[config.mk]
export PLATFORM = sky130hd
export DESIGN_NAME = load_store_unit
export DESIGN_NICKNAME = d
export VERILOG_FILES = /design/src/rtl/lsu_pkg.sv /design/src/rtl/lsu_lane_align.sv /design/src/rtl/load_store_unit.sv
export SDC_FILE = /design/constraint.sdc
export NUM_CORES = 1
export LEC_CHECK = 0
export ABC_AREA = 1
export ABC_CLOCK_PERIOD_IN_PS = 3950
export BUFFER_PORTS_ARGS = -buffer_cell sky130_fd_sc_hd__buf_2
export CAP_MARGIN = 20
export CORE_UTILIZATION = 59
export CTS_BUF_LIST = sky130_fd_sc_hd__clkbuf_4 sky130_fd_sc_hd__clkbuf_8
export DETAILED_ROUTE_END_ITERATION = 10
export PLACE_DENSITY = 0.88
export SLEW_MARGIN = 20
export SYNTH_ARGS = -nofsm -noshare
export SYNTH_HDL_FRONTEND = slang
export SYNTH_SLANG_ARGS = --single-unit
[constraint.sdc]
create_clock -name clock -period 3.95 [get_ports clock]
set_input_delay 0.5925 -clock clock [delete_from_list [all_inputs] [get_ports clock]]
set_output_delay 0.5925 -clock clock [all_outputs]
set_load 0.01 [all_outputs]
[src/rtl/lsu_pkg.sv]
// Shared definitions for the load/store unit: funct3 encodings and FSM states.
// Latency: n/a (definitions only).
// Backpressure: n/a.
package lsu_pkg;

    localparam logic [2:0] F3_LB  = 3'b000;
    localparam logic [2:0] F3_LH  = 3'b001;
    localparam logic [2:0] F3_LW  = 3'b010;
    localparam logic [2:0] F3_LBU = 3'b100;
    localparam logic [2:0] F3_LHU = 3'b101;
    localparam logic [2:0] F3_SB  = 3'b000;
    localparam logic [2:0] F3_SH  = 3'b001;
    localparam logic [2:0] F3_SW  = 3'b010;

    typedef enum logic [2:0] {
        IDLE,
        LOAD,
        STORE_RD,
        STORE_WR,
        DONE
    } lsu_state_t;

endpackage

[src/rtl/lsu_lane_align.sv]
// Byte/halfword lane extraction with sign/zero extension, and sub-word store merge.
// Latency: combinational.
// Backpressure: none.
module lsu_lane_align
    import lsu_pkg::*;
(
    input  logic [2:0]  funct3,
    input  logic [1:0]  lane,
    input  logic [31:0] word,
    input  logic [31:0] store_dat,
    output logic [31:0] load_dat,
    output logic [31:0] merge_dat
);

    logic [31:0] shifted;
    logic [7:0]  byte_sel;
    logic [15:0] half_sel;

    always_comb begin
        shifted  = word >> {lane, 3'b000};
        byte_sel = shifted[7:0];
        half_sel = lane[1] ? word[31:16] : word[15:0];

        load_dat = word;
        case (funct3)
            F3_LB:   load_dat = {{24{byte_sel[7]}}, byte_sel};
            F3_LH:   load_dat = {{16{half_sel[15]}}, half_sel};
            F3_LBU:  load_dat = {24'h0, byte_sel};
            F3_LHU:  load_dat = {16'h0, half_sel};
            default: load_dat = word;
        endcase

        merge_dat = word;
        case (funct3)
            F3_SB: merge_dat[8*lane +: 8] = store_dat[7:0];
            F3_SH: begin
                if (lane[1]) merge_dat[31:16] = store_dat[15:0];
                else         merge_dat[15:0]  = store_dat[15:0];
            end
            default: merge_dat = word;
        endcase
    end

endmodule

[src/rtl/load_store_unit.sv]
// Turns byte-addressed RISC-V loads/stores into word-granular dcache reads/writes.
// Latency: 3 cycles load/SW, 4 cycles SB/SH (read-modify-write), 2 cycles on fault.
// Backpressure: lsu_busywait stalls the pipeline; dc_busywait holds the active state.
module load_store_unit
    import lsu_pkg::*;
#(
    parameter int ADDR_WIDTH = 32
) (
    input  logic                  clock,
    input  logic                  reset,
    input  logic                  lsu_read,
    input  logic                  lsu_write,
    input  logic [2:0]            lsu_funct3,
    input  logic [ADDR_WIDTH-1:0] lsu_address,
    input  logic [31:0]           lsu_writedata,
    output logic [31:0]           lsu_readdata,
    output logic                  lsu_busywait,
    output logic                  lsu_fault,
    output logic                  dc_read,
    output logic                  dc_write,
    output logic [31:0]           dc_address,
    output logic [31:0]           dc_writedata,
    input  logic [31:0]           dc_readdata,
    input  logic                  dc_busywait
);

    lsu_state_t            state, state_nxt;
    logic [ADDR_WIDTH-1:0] addr_q;
    logic [2:0]            f3_q;
    logic [31:0]           wdata_q;
    logic [31:0]           merge_q;
    logic                  fault_q;
    logic                  req, f3_ok, misaligned, req_fault;
    logic [31:0]           load_dat, merge_dat;

    // Store funct3 encodings alias the signed-load ones; only LBU/LHU are load-only.
    always_comb begin
        req = lsu_read | lsu_write;
        f3_ok = 1'b0;
        misaligned = 1'b0;
        case (lsu_funct3)
            F3_LB:           f3_ok = 1'b1;
            F3_LH:           begin f3_ok = 1'b1;     misaligned = lsu_address[0]; end
            F3_LW:           begin f3_ok = 1'b1;     misaligned = |lsu_address[1:0]; end
            F3_LBU:          f3_ok = lsu_read;
            F3_LHU:          begin f3_ok = lsu_read; misaligned = lsu_address[0]; end
            default:         f3_ok = 1'b0;
        endcase
        req_fault = (lsu_read & lsu_write) | ~f3_ok | misaligned;
    end

    always_comb begin
        state_nxt    = state;
        lsu_busywait = 1'b0;
        dc_read      = 1'b0;
        dc_write     = 1'b0;
        case (state)
            IDLE: begin
                lsu_busywait = req;
                if (req) begin
                    if (req_fault)               state_nxt = DONE;
                    else if (lsu_read)           state_nxt = LOAD;
                    else if (lsu_funct3 == F3_SW) state_nxt = STORE_WR;
                    else                         state_nxt = STORE_RD;
                end
            end
            LOAD: begin
                lsu_busywait = 1'b1;
                dc_read      = 1'b1;
                if (!dc_busywait) state_nxt = DONE;
            end
            STORE_RD: begin
                lsu_busywait = 1'b1;
                dc_read      = 1'b1;
                if (!dc_busywait) state_nxt = STORE_WR;
            end
            STORE_WR: begin
                lsu_busywait = 1'b1;
                dc_write     = 1'b1;
                if (!dc_busywait) state_nxt = DONE;
            end
            DONE:    state_nxt = IDLE;
            default: state_nxt = IDLE;
        endcase
    end

    always_ff @(posedge clock or negedge reset) begin
        if (!reset) begin
            state        <= IDLE;
            addr_q       <= '0;
            f3_q         <= '0;
            wdata_q      <= '0;
            merge_q      <= '0;
            fault_q      <= 1'b0;
            lsu_readdata <= '0;
        end else begin
            state <= state_nxt;
            if (state == IDLE && req) begin
                addr_q  <= lsu_address;
                f3_q    <= lsu_funct3;
                wdata_q <= lsu_writedata;
                fault_q <= req_fault;
            end
            if (state == LOAD && !dc_busywait)     lsu_readdata <= load_dat;
            if (state == STORE_RD && !dc_busywait) merge_q      <= merge_dat;
        end
    end

    lsu_lane_align u_align (
        .funct3    (f3_q),
        .lane      (addr_q[1:0]),
        .word      (dc_readdata),
        .store_dat (wdata_q),
        .load_dat  (load_dat),
        .merge_dat (merge_dat)
    );

    assign lsu_fault    = (state == DONE) & fault_q;
    assign dc_address   = 32'({2'b00, addr_q[ADDR_WIDTH-1:2]});
    assign dc_writedata = (f3_q == F3_SW) ? wdata_q : merge_q;

endmodule

Word-level counts from Yosys, hierarchy flattened
Cells that the tools add are included.

operators by class
  bitwise operators = 6
  equal/unequal tests = 15
  shifts and indexed selects = 3
  multiply operators = 0
  magnitude comparators = 0
  div/mod/pow operators = 0
  multiplexer cells = 19
  $add $sub $neg = 1
  reduce and logical (&&, ||, !) cells = 15

operator list
  operator                                               count
  case mux 32 bit (4 select lines)                       1
  case mux 32 bit (2 select lines)                       1
  two-way mux 16 bit                                     3
  negation 5 -> 34 bit                                   1
  variable shift 8 x 34 -> 32 bit, first input constant  1
  variable part select 8 x 34 -> 32 bit                  1
  bitwise mux 32 bit                                     1
  two-way mux 32 bit                                     1
  >> shifter 32 x 5 -> 8 bit                             1
  equality test 3 bit, second input constant             5
  equality test 3 x 2 -> 1 bit, second input constant    4
  two-way mux 3 bit                                      4
  OR reduction 2 bit                                     5
  equality test 3 x 1 -> 1 bit, second input constant    3
  zero test 3 bit                                        3
  case mux 3 bit (3 select lines)                        1
  != test 2 bit, second input constant                   3
  case mux 1 bit (2 select lines)                        3
  OR reduction 3 bit                                     2
  logical AND 1 bit                                      3
  two-way mux 1 bit                                      3
  OR 1 bit                                               3
  AND reduction 3 bit                                    1
  bitwise AND 1 bit                                      2
  3 further kinds                                        3

storage, ports and cells
  latch bits = 0
  memories = 0
  register bits after elaboration = 135
  word-level logic and storage cells = 66
  memory bits (read-only) = 0
  RAM bits = 0

Longest topological paths before layout
Gate-level depths: netlist of run 1.

  depth after elaboration = 9
  mapped depth = 12

Modules after synthesis
A second synthesis of run 1 with hierarchy kept.

unflattened totals
  cell total of the unflattened synthesis = 1151
  area, all modules = 8034.0 µm²

by module, submodules not included
  module           area each (µm²)  cells an instance  times used  seq. area each (µm²)
  load_store_unit  5984.5           713                1           3378.2
  lsu_lane_align   2049.5           438                1           0.0

Worst setup path after synthesis of run 1
Ideal clock, no wire load.

  path kind = register to register
  from = reg addr_q[1]
  to = reg merge_q[16]
  path buffers = 1
  arrival time = 1912 ps
  slack = 1972 ps
  required time = 3884 ps
  stages on the path, launching flop included = 12
  cells stage by stage = dfrtp_1 > inv_2 > buf_2 > ha_1 > inv_1 > nor2_1 > nand2_1 > nand2_1 > nand3_1 > nand2_1 > nand2_1 > nand2_1

between the ends
  longest elaborated chain between the ends = 4
  elaborated cells on any way between the ends = 6
  those cells by class = add/sub (1); shift (2); mux (3)

ends and longest elaborated chain
  item                                                                                             line                    RTL
  start, declared                                                                                  load_store_unit.sv:28   logic [ADDR_WIDTH-1:0] addr_q;
  start signal, assigned                                                                           load_store_unit.sv:99   addr_q <= lsu_address;
  negation 5 -> 34 bit                                                                             lsu_lane_align.sv:35    F3_SB: merge_dat[8*lane +: 8] = store_dat[7:0];
  variable part select 8 x 34 -> 32 bit / variable shift 8 x 34 -> 32 bit (equally long branches)  lsu_lane_align.sv:35
  bitwise mux 32 bit                                                                               lsu_lane_align.sv:35
  case mux 32 bit (2 select lines) (*)                                                             lsu_lane_align.sv:34    case (funct3)
  end signal, assigned                                                                             load_store_unit.sv:105  if (state == STORE_RD && !dc_busywait) merge_q <= merge_dat;
  end, declared                                                                                    load_store_unit.sv:31   logic [31:0] merge_q;

Mark *: on every way between the ends. The rest lies on a longest branch, timed or not.
A chain may end at the register's enable or synchronous reset.

Final worst setup path of run 1
  from = reg f3_q[0]
  to = out dc_writedata[14]

between the ends
  longest elaborated chain between the ends = 2

ends and longest elaborated chain
  item                          line                    RTL
  start, declared               load_store_unit.sv:29   logic [2:0] f3_q;
  start signal, assigned        load_store_unit.sv:100  f3_q <= lsu_funct3;
  equality test 3 x 2 -> 1 bit  load_store_unit.sv:120  assign dc_writedata = (f3_q == F3_SW) ? wdata_q : merge_q;
  two-way mux 32 bit            load_store_unit.sv:120
  end, declared                 load_store_unit.sv:22   output logic [31:0] dc_writedata,

Every way passes these cells.

==> results of run 1 <==
power by group:
part | switching (mW) | internal [mW]
Combinational | 2.40 | 1.23
Sequential | 0.414 | 2.07
Clock | 0.560 | 0.570
Total | 3.37 | 3.87
cells in the final DEF, fill, tap and decap left out, types with 3 or more instances in the layout:
| cell type | netlist | routed |
|---|---|---|
| sky130_fd_sc_hd__nand3_2 | 4 | 4 |
| sky130_fd_sc_hd__buf_4 | 34 | 4 |
| sky130_fd_sc_hd__buf_2 | 27 | 200 |
| sky130_fd_sc_hd__nand3_4 | 3 | 3 |
| sky130_fd_sc_hd__o21ai_0 | 65 | 65 |
| sky130_fd_sc_hd__clkinvlp_4 | 0 | 4 |
| sky130_fd_sc_hd__clkbuf_8 | 0 | 17 |
| sky130_fd_sc_hd__nand2_2 | 3 | 3 |
| sky130_fd_sc_hd__nand2_1 | 480 | 480 |
| sky130_fd_sc_hd__ha_1 | 5 | 5 |
| sky130_fd_sc_hd__inv_2 | 7 | 7 |
| sky130_fd_sc_hd__a21oi_1 | 29 | 29 |
| sky130_fd_sc_hd__nor2_1 | 113 | 113 |
| sky130_fd_sc_hd__dfrtp_1 | 135 | 135 |
| sky130_fd_sc_hd__o21ai_1 | 15 | 15 |
| sky130_fd_sc_hd__inv_6 | 0 | 3 |
| sky130_fd_sc_hd__inv_1 | 118 | 118 |
| sky130_fd_sc_hd__nand3_1 | 64 | 64 |
| sky130_fd_sc_hd__clkinv_2 | 0 | 3 |
through the flow:
stage | hold WS (ps) | instances | util | worst slack [ps]
floorplan | 297 | 1128 | - | 1970
global placement | 448 | 1429 | 0.668 | 1560
detailed placement | 453 | 1429 | 0.668 | 1510
CTS | 108 | 1461 | 0.699 | 1010
global route | 112 | 1461 | 0.699 | 805
finish | 102 | 1462 | 0.699 | 1000
per-layer routing:
layer | vias up | part of all wire | global-route usage
met3 | 36 | 0.064 | 0.0811
met4 | 0 | 0.024 | 0.117
li1 | 3691 | - | -
met2 | 268 | 0.47 | 0.498
met5 | - | 0 | 0
met1 | 3346 | 0.44 | 0.412
layout make-up:
class                   instances  share of cell area
flip-flops and latches        135               0.381
multi-input cells             790               0.377
repair buffers                206               0.120
inverters                     126              0.0534
clock buffers                  18              0.0273
well taps                     172              0.0243
clock inverters                14              0.0168
diodes                          1            0.000283
cells by family after synthesis:
| group | count (synthesis) | synth area share |
|---|---|---|
| simple gates | 673 | 0.354 |
| other cells | 1 | 0.000489 |
| fa+ha+maj | 5 | 0.00816 |
| flops | 135 | 0.440 |
| buf+inv | 203 | 0.125 |
| compound gates | 110 | 0.0721 |
critical path, cell delays in order, from the launching register on:
cell	delay, ps
sky130_fd_sc_hd__dfrtp_1	450
sky130_fd_sc_hd__inv_2	300
sky130_fd_sc_hd__nand3_4	540
sky130_fd_sc_hd__nor2_1	330
sky130_fd_sc_hd__a21oi_1	70
sky130_fd_sc_hd__buf_2	170
worst max-delay path by stage:
stage                               start                       to  slack (ps)  depth (start not counted)
global route          f3_q[0]$_DFFE_PN0P_         dc_writedata[11]         800                          4
global placement      f3_q[0]$_DFFE_PN0P_         dc_writedata[11]        1560                          4
detailed placement    f3_q[0]$_DFFE_PN0P_         dc_writedata[11]        1510                          4
finish                f3_q[0]$_DFFE_PN0P_         dc_writedata[14]        1000                          5
floorplan           addr_q[1]$_DFFE_PN0P_  merge_q[16]$_DFFE_PN0P_        1970                         11
CTS                   f3_q[0]$_DFFE_PN0P_         dc_writedata[14]        1010                          5
flip-flops by register name, summed over array words and instances, names as in the netlist:
name,count
fault_q,1
wdata_q,32
merge_q,32
f3_q,3
lsu_readdata,32
state,3
addr_q,32
==> results.cfg, run 1 <==
[timing]
timing_hold_violations_final = 0
achievable-frequency_ghz = 0.339
timing.slew.headroom = 0.329
period_needed_ps = 2950
setup_violations = 0
unrepaired_setup_endpoints_after_global_routing = false
skew_ps = 17.3
report.final.slew_viol_count = 0
layout_worst_path_cycle_share = 0.747
fin_tns_setup_ps = 0
worstMarginPinSlew_ps = 1010

[yosys]
postSynth.topFlopCell = sky130_fd_sc_hd__dfrtp_1
synthesis.area_per_instance_sq_um = 6.81
yosys_warnings = 0
netlist-cell-type-count = 27
ys_ff_latch = 135
yosys.area.top_type = sky130_fd_sc_hd__dfrtp_1
ys_seq_area_frac = 0.440
netlist_top_cells_area = sky130_fd_sc_hd__dfrtp_1 44%, sky130_fd_sc_hd__nand2_1 23%, sky130_fd_sc_hd__inv_1 5.8%
most_numerous_cell_in_the_yosys_netlist = sky130_fd_sc_hd__nand2_1
synthesis.instances = 1127
synth.cell_area_sq_um = 7670
netlist.area_leader.share = 0.440
synth-edff-count = 0
synth_commonest_cells = 480 x sky130_fd_sc_hd__nand2_1, 135 x sky130_fd_sc_hd__dfrtp_1, 118 x sky130_fd_sc_hd__inv_1
async_flop_share = 1.00

[final_layout]
nFillCells = 1138
post-route-cell-area_sq_um = 8860
multi_input_area_sq_um = 3340
area_growth_pct = 15.5
count_of_nets_after_finishing = 1385
layout-drive-gt1-share = 0.201
seq_area_sq_um = 3380

[route]
detail_route.first_pass.iterations = 5
drc_violations_left = 0
routed_wl_mm = 20.2
avgRoutedWirePerCell_um = 13.8
routed-via-count = 7341
viasPerCell = 5.02
postRouteAntennaNets = 0
detailedRoute.firstIterationViolations = 641

[global_routing]
grt_pass1_wl_mm = 31.9
grt_pass1_vias = 6621
antenna_found_initial = 0
grt_start_max_net_pins = 91
grt_remaining_overflow = 0
grt_util_all_layers = 0.313

[clock_network]
cts.reportedPaths.clkPinSlew_ps = 80
post-cts-setup-buffers = 0
clkSinkCount = 135
tritoncts = yes
cts_htree_levels = 4
cts-buffers-inserted = 17
post_cts_resized = 0
root_buffer = sky130_fd_sc_hd__clkbuf_8
clk-insertion-delay-late_ps = 450
cts_buffer_depth = 2
cts_hold_buffers = 0

[die]
std_cell_rows = 41
boundaryPins = 204
fp.dieW_um = 116
placeableCoreArea_sq_um = 12700
floorplan.die.height_um = 116
die-area_sq_um = 13500
floorplan.initialDensity = 0.605

[place]
hpwlAfterDp_mm = 14.4
placedInstanceArea_sq_um = 8460
io_buffers = 201
gpl.final_weighted_congestion = 0.909

[pwr]
power.density_cell_area_nw_per_um2 = 817
finalPower_mw = 7.24
p_leak_nw = 5.24
vdd_ir_drop_max_uv = 759

[worst_setup_path]
worstSetupEndpointType = output port
worstReg2RegEnd = merge_q[21]$_DFFE_PN0P_
worst-setup-path-type = reg2out
ff2ff_path_depth = 10
crit_arrival_ps = 2360
startpoint_of_the_worst_register_to_register_path = addr_q[0]$_DFFE_PN0P_
critPathLaunchType = register
cp_data_required_time_ps = 3360
crit_fanout = 64
r2r_setup_slack_ps = 1470

[status]
run_status = finished, final reports clean

[job]
max_cap_viol_count = 0

[worst_hold_path]
hold_path.class = in2async
Power figures use the tool's default switching activity.
==> run 2, diff against run 1 <==
Settings changed: ABC_CLOCK_PERIOD_IN_PS 3950 to 2900, CORE_UTILIZATION 59 to 55, PLACE_DENSITY 0.88 to 0.83.
Clock period 3.95 ns to 2.9 ns, I/O delays scaled along.
==> run 2 against run 1 <==
  * Critical path depth is 1 lower
  * Setup slack worse by 870 ps
  * Combinational power up 39%
  * Sequential power increased by 36%
  * First-iteration DRC count fell by 10%
  * Sequential share of layout area fell by 0.14 points
  * Via count is 1.4% higher
  * Cell count grew 0.55%
  * Utilization is 3.6 points lower
  * Critical path type unchanged
  * Highest routed layer unchanged
==> results.cfg, run 2 (synthesized netlist as in run 1, its figures left out) <==
[status]
run_status = finished, final reports clean

[final_layout]
layout_commonest_cell = sky130_fd_sc_hd__nand2_1
count_of_nets_after_finishing = 1390
antennaDiodeCount = 0
layout_common_cells = 480 x sky130_fd_sc_hd__nand2_1, 200 x sky130_fd_sc_hd__buf_2, 135 x sky130_fd_sc_hd__dfrtp_1
layout-drive-gt1-share = 0.203
area_growth_pct = 15.9
nFillCells = 1256
multi_input_area_sq_um = 3350
seq_area_sq_um = 3380

[global_routing]
grt_pass1_vias = 6550
antenna_found_initial = 0
grt_start_max_net_pins = 91
grt_remaining_overflow = 0
grt_util_all_layers = 0.296
grt_pass1_wl_mm = 32.7

[worst_setup_path]
worstSetupEndpointType = output port
critPathLaunchType = register
cp_data_required_time_ps = 2470
critical_path.max_stage_delay_ps = 600
crit_arrival_ps = 2330
worst-setup-path-type = reg2out
critical_path.cell_chain = inv_2 -> nand3_2 -> a21oi_1 -> buf_2
crit_fanout = 32
cp_slowest_cell = sky130_fd_sc_hd__nand3_2
r2r_setup_slack_ps = 500

[route]
detailedRoute.firstIterationViolations = 574
avgRoutedWirePerCell_um = 14.3
routed-via-count = 7442
drc_violations_left = 0
detail_route.first_pass.iterations = 5
routed_wl_mm = 21.0
viasPerCell = 5.06
postRouteAntennaNets = 0

[clock_network]
cts.reportedPaths.clkPinSlew_ps = 80
post_cts_resized = 0
cts_htree_levels = 4
tritoncts = yes
root_buffer = sky130_fd_sc_hd__clkbuf_8
cts_buffer_depth = 2
cts-buffers-inserted = 17
clk-insertion-delay-late_ps = 460
post-cts-setup-buffers = 0
clkSinkCount = 135

[timing]
fin_hold_ws_ps = 172
worstMarginPinSlew_ps = 1020
period_needed_ps = 2770
skew_ps = 10.5
fin_tns_setup_ps = 0
layout_worst_path_cycle_share = 0.954
report.final.slew_viol_count = 0
achievable-frequency_ghz = 0.361
unrepaired_setup_endpoints_after_global_routing = false
timing.slew.headroom = 0.317
timing_hold_violations_final = 0
setup_violations = 0

[die]
boundaryPins = 204
floorplan.initialDensity = 0.572
std_cell_rows = 42
floorplan.die.height_um = 120
fp.dieW_um = 120
die-area_sq_um = 14400
placeableCoreArea_sq_um = 13400

[worst_hold_path]
hold_path.class = in2reg

[place]
io_buffers = 201
hpwlAfterDp_mm = 14.8
gpl.final_weighted_congestion = 0.920

[pwr]
p_leak_nw = 5.27
vdd_ir_drop_max_uv = 707
power.density_cell_area_nw_per_um2 = 1110

[job]
max_cap_viol_count = 0
run 2: changes by cell type in the layout (fill, tap and decap cells not counted), moves of 2 or more:
cell	change
sky130_fd_sc_hd__clkbuf_4	+3
sky130_fd_sc_hd__clkinvlp_4	-4
sky130_fd_sc_hd__clkbuf_8	+3
sky130_fd_sc_hd__inv_6	-3
sky130_fd_sc_hd__clkinv_2	+2
sky130_fd_sc_hd__buf_4	+3
run 2: final timing paths:
| kind | from | end | depth (start not counted) |
|---|---|---|---|
| worst min-delay path | lsu_address[2] | addr_q[2]$_DFFE_PN0P_ | 3 |
| worst min register to register | addr_q[31]$_DFFE_PN0P_ | addr_q[31]$_DFFE_PN0P_ | 2 |
| max in group asynchronous | reset | addr_q[3]$_DFFE_PN0P_ | 3 |
| worst max-delay path | f3_q[0]$_DFFE_PN0P_ | dc_writedata[27] | 4 |
| min in group asynchronous | reset | wdata_q[22]$_DFFE_PN0P_ | 2 |
| worst max register to register | addr_q[1]$_DFFE_PN0P_ | merge_q[17]$_DFFE_PN0P_ | 10 |
run 2: power breakdown:
group          switching, mW  internal, mW
clock                  0.724         0.779
combinational           3.32          1.69
sequential             0.551          2.82
total                   4.60          5.29
run 2: cell type report:
class                           count  share of cell area
Clock buffer                       24              0.0343
Multi-Input combinational cell    791               0.376
Clock inverter                      8             0.00816
Timing Repair Buffer              210               0.123
Sequential cell                   135               0.380
Tap cell                          176              0.0248
Inverter                          126              0.0532
run 2: per-layer routing:
layer,GRT usage,routed length [um],part of all wire
met5,0,0,0
met4,0.105,507,0.024
met3,0.0680,1390,0.066
met2,0.471,10000,0.48
met1,0.395,9070,0.43
run 2: timing repair:
item                                    4_1_cts  5_1_grt
hold endpoints to repair                     33        0
hold buffers                                  1        0
endpoints found under the setup margin        0        8
run 2: critical path: cells and delay by family (launching register included):
| kind | cells | cell delay, ps |
|---|---|---|
| AOI/OAI and AO/OA | 1 | 330 |
| buffers and inverters | 2 | 480 |
| DFF | 1 | 460 |
| and+or+nand+nor | 1 | 600 |
run 2: stage by stage:
| step | utilization | std cells | setup slack, ps | power [mW] | instance area [sq um] |
|---|---|---|---|---|---|
| after floorplan | - | 1128 | 922 | 7.02 | 7670 |
| after global placement | 0.634 | 1436 | 606 | 8.23 | 8490 |
| after detailed placement | 0.634 | 1436 | 572 | 8.33 | 8490 |
| after CTS | 0.663 | 1469 | 125 | 9.88 | 8880 |
| after global routing | 0.663 | 1470 | 10.5 | 10.7 | 8890 |
| final | 0.663 | 1470 | 133 | 9.89 | 8890 |
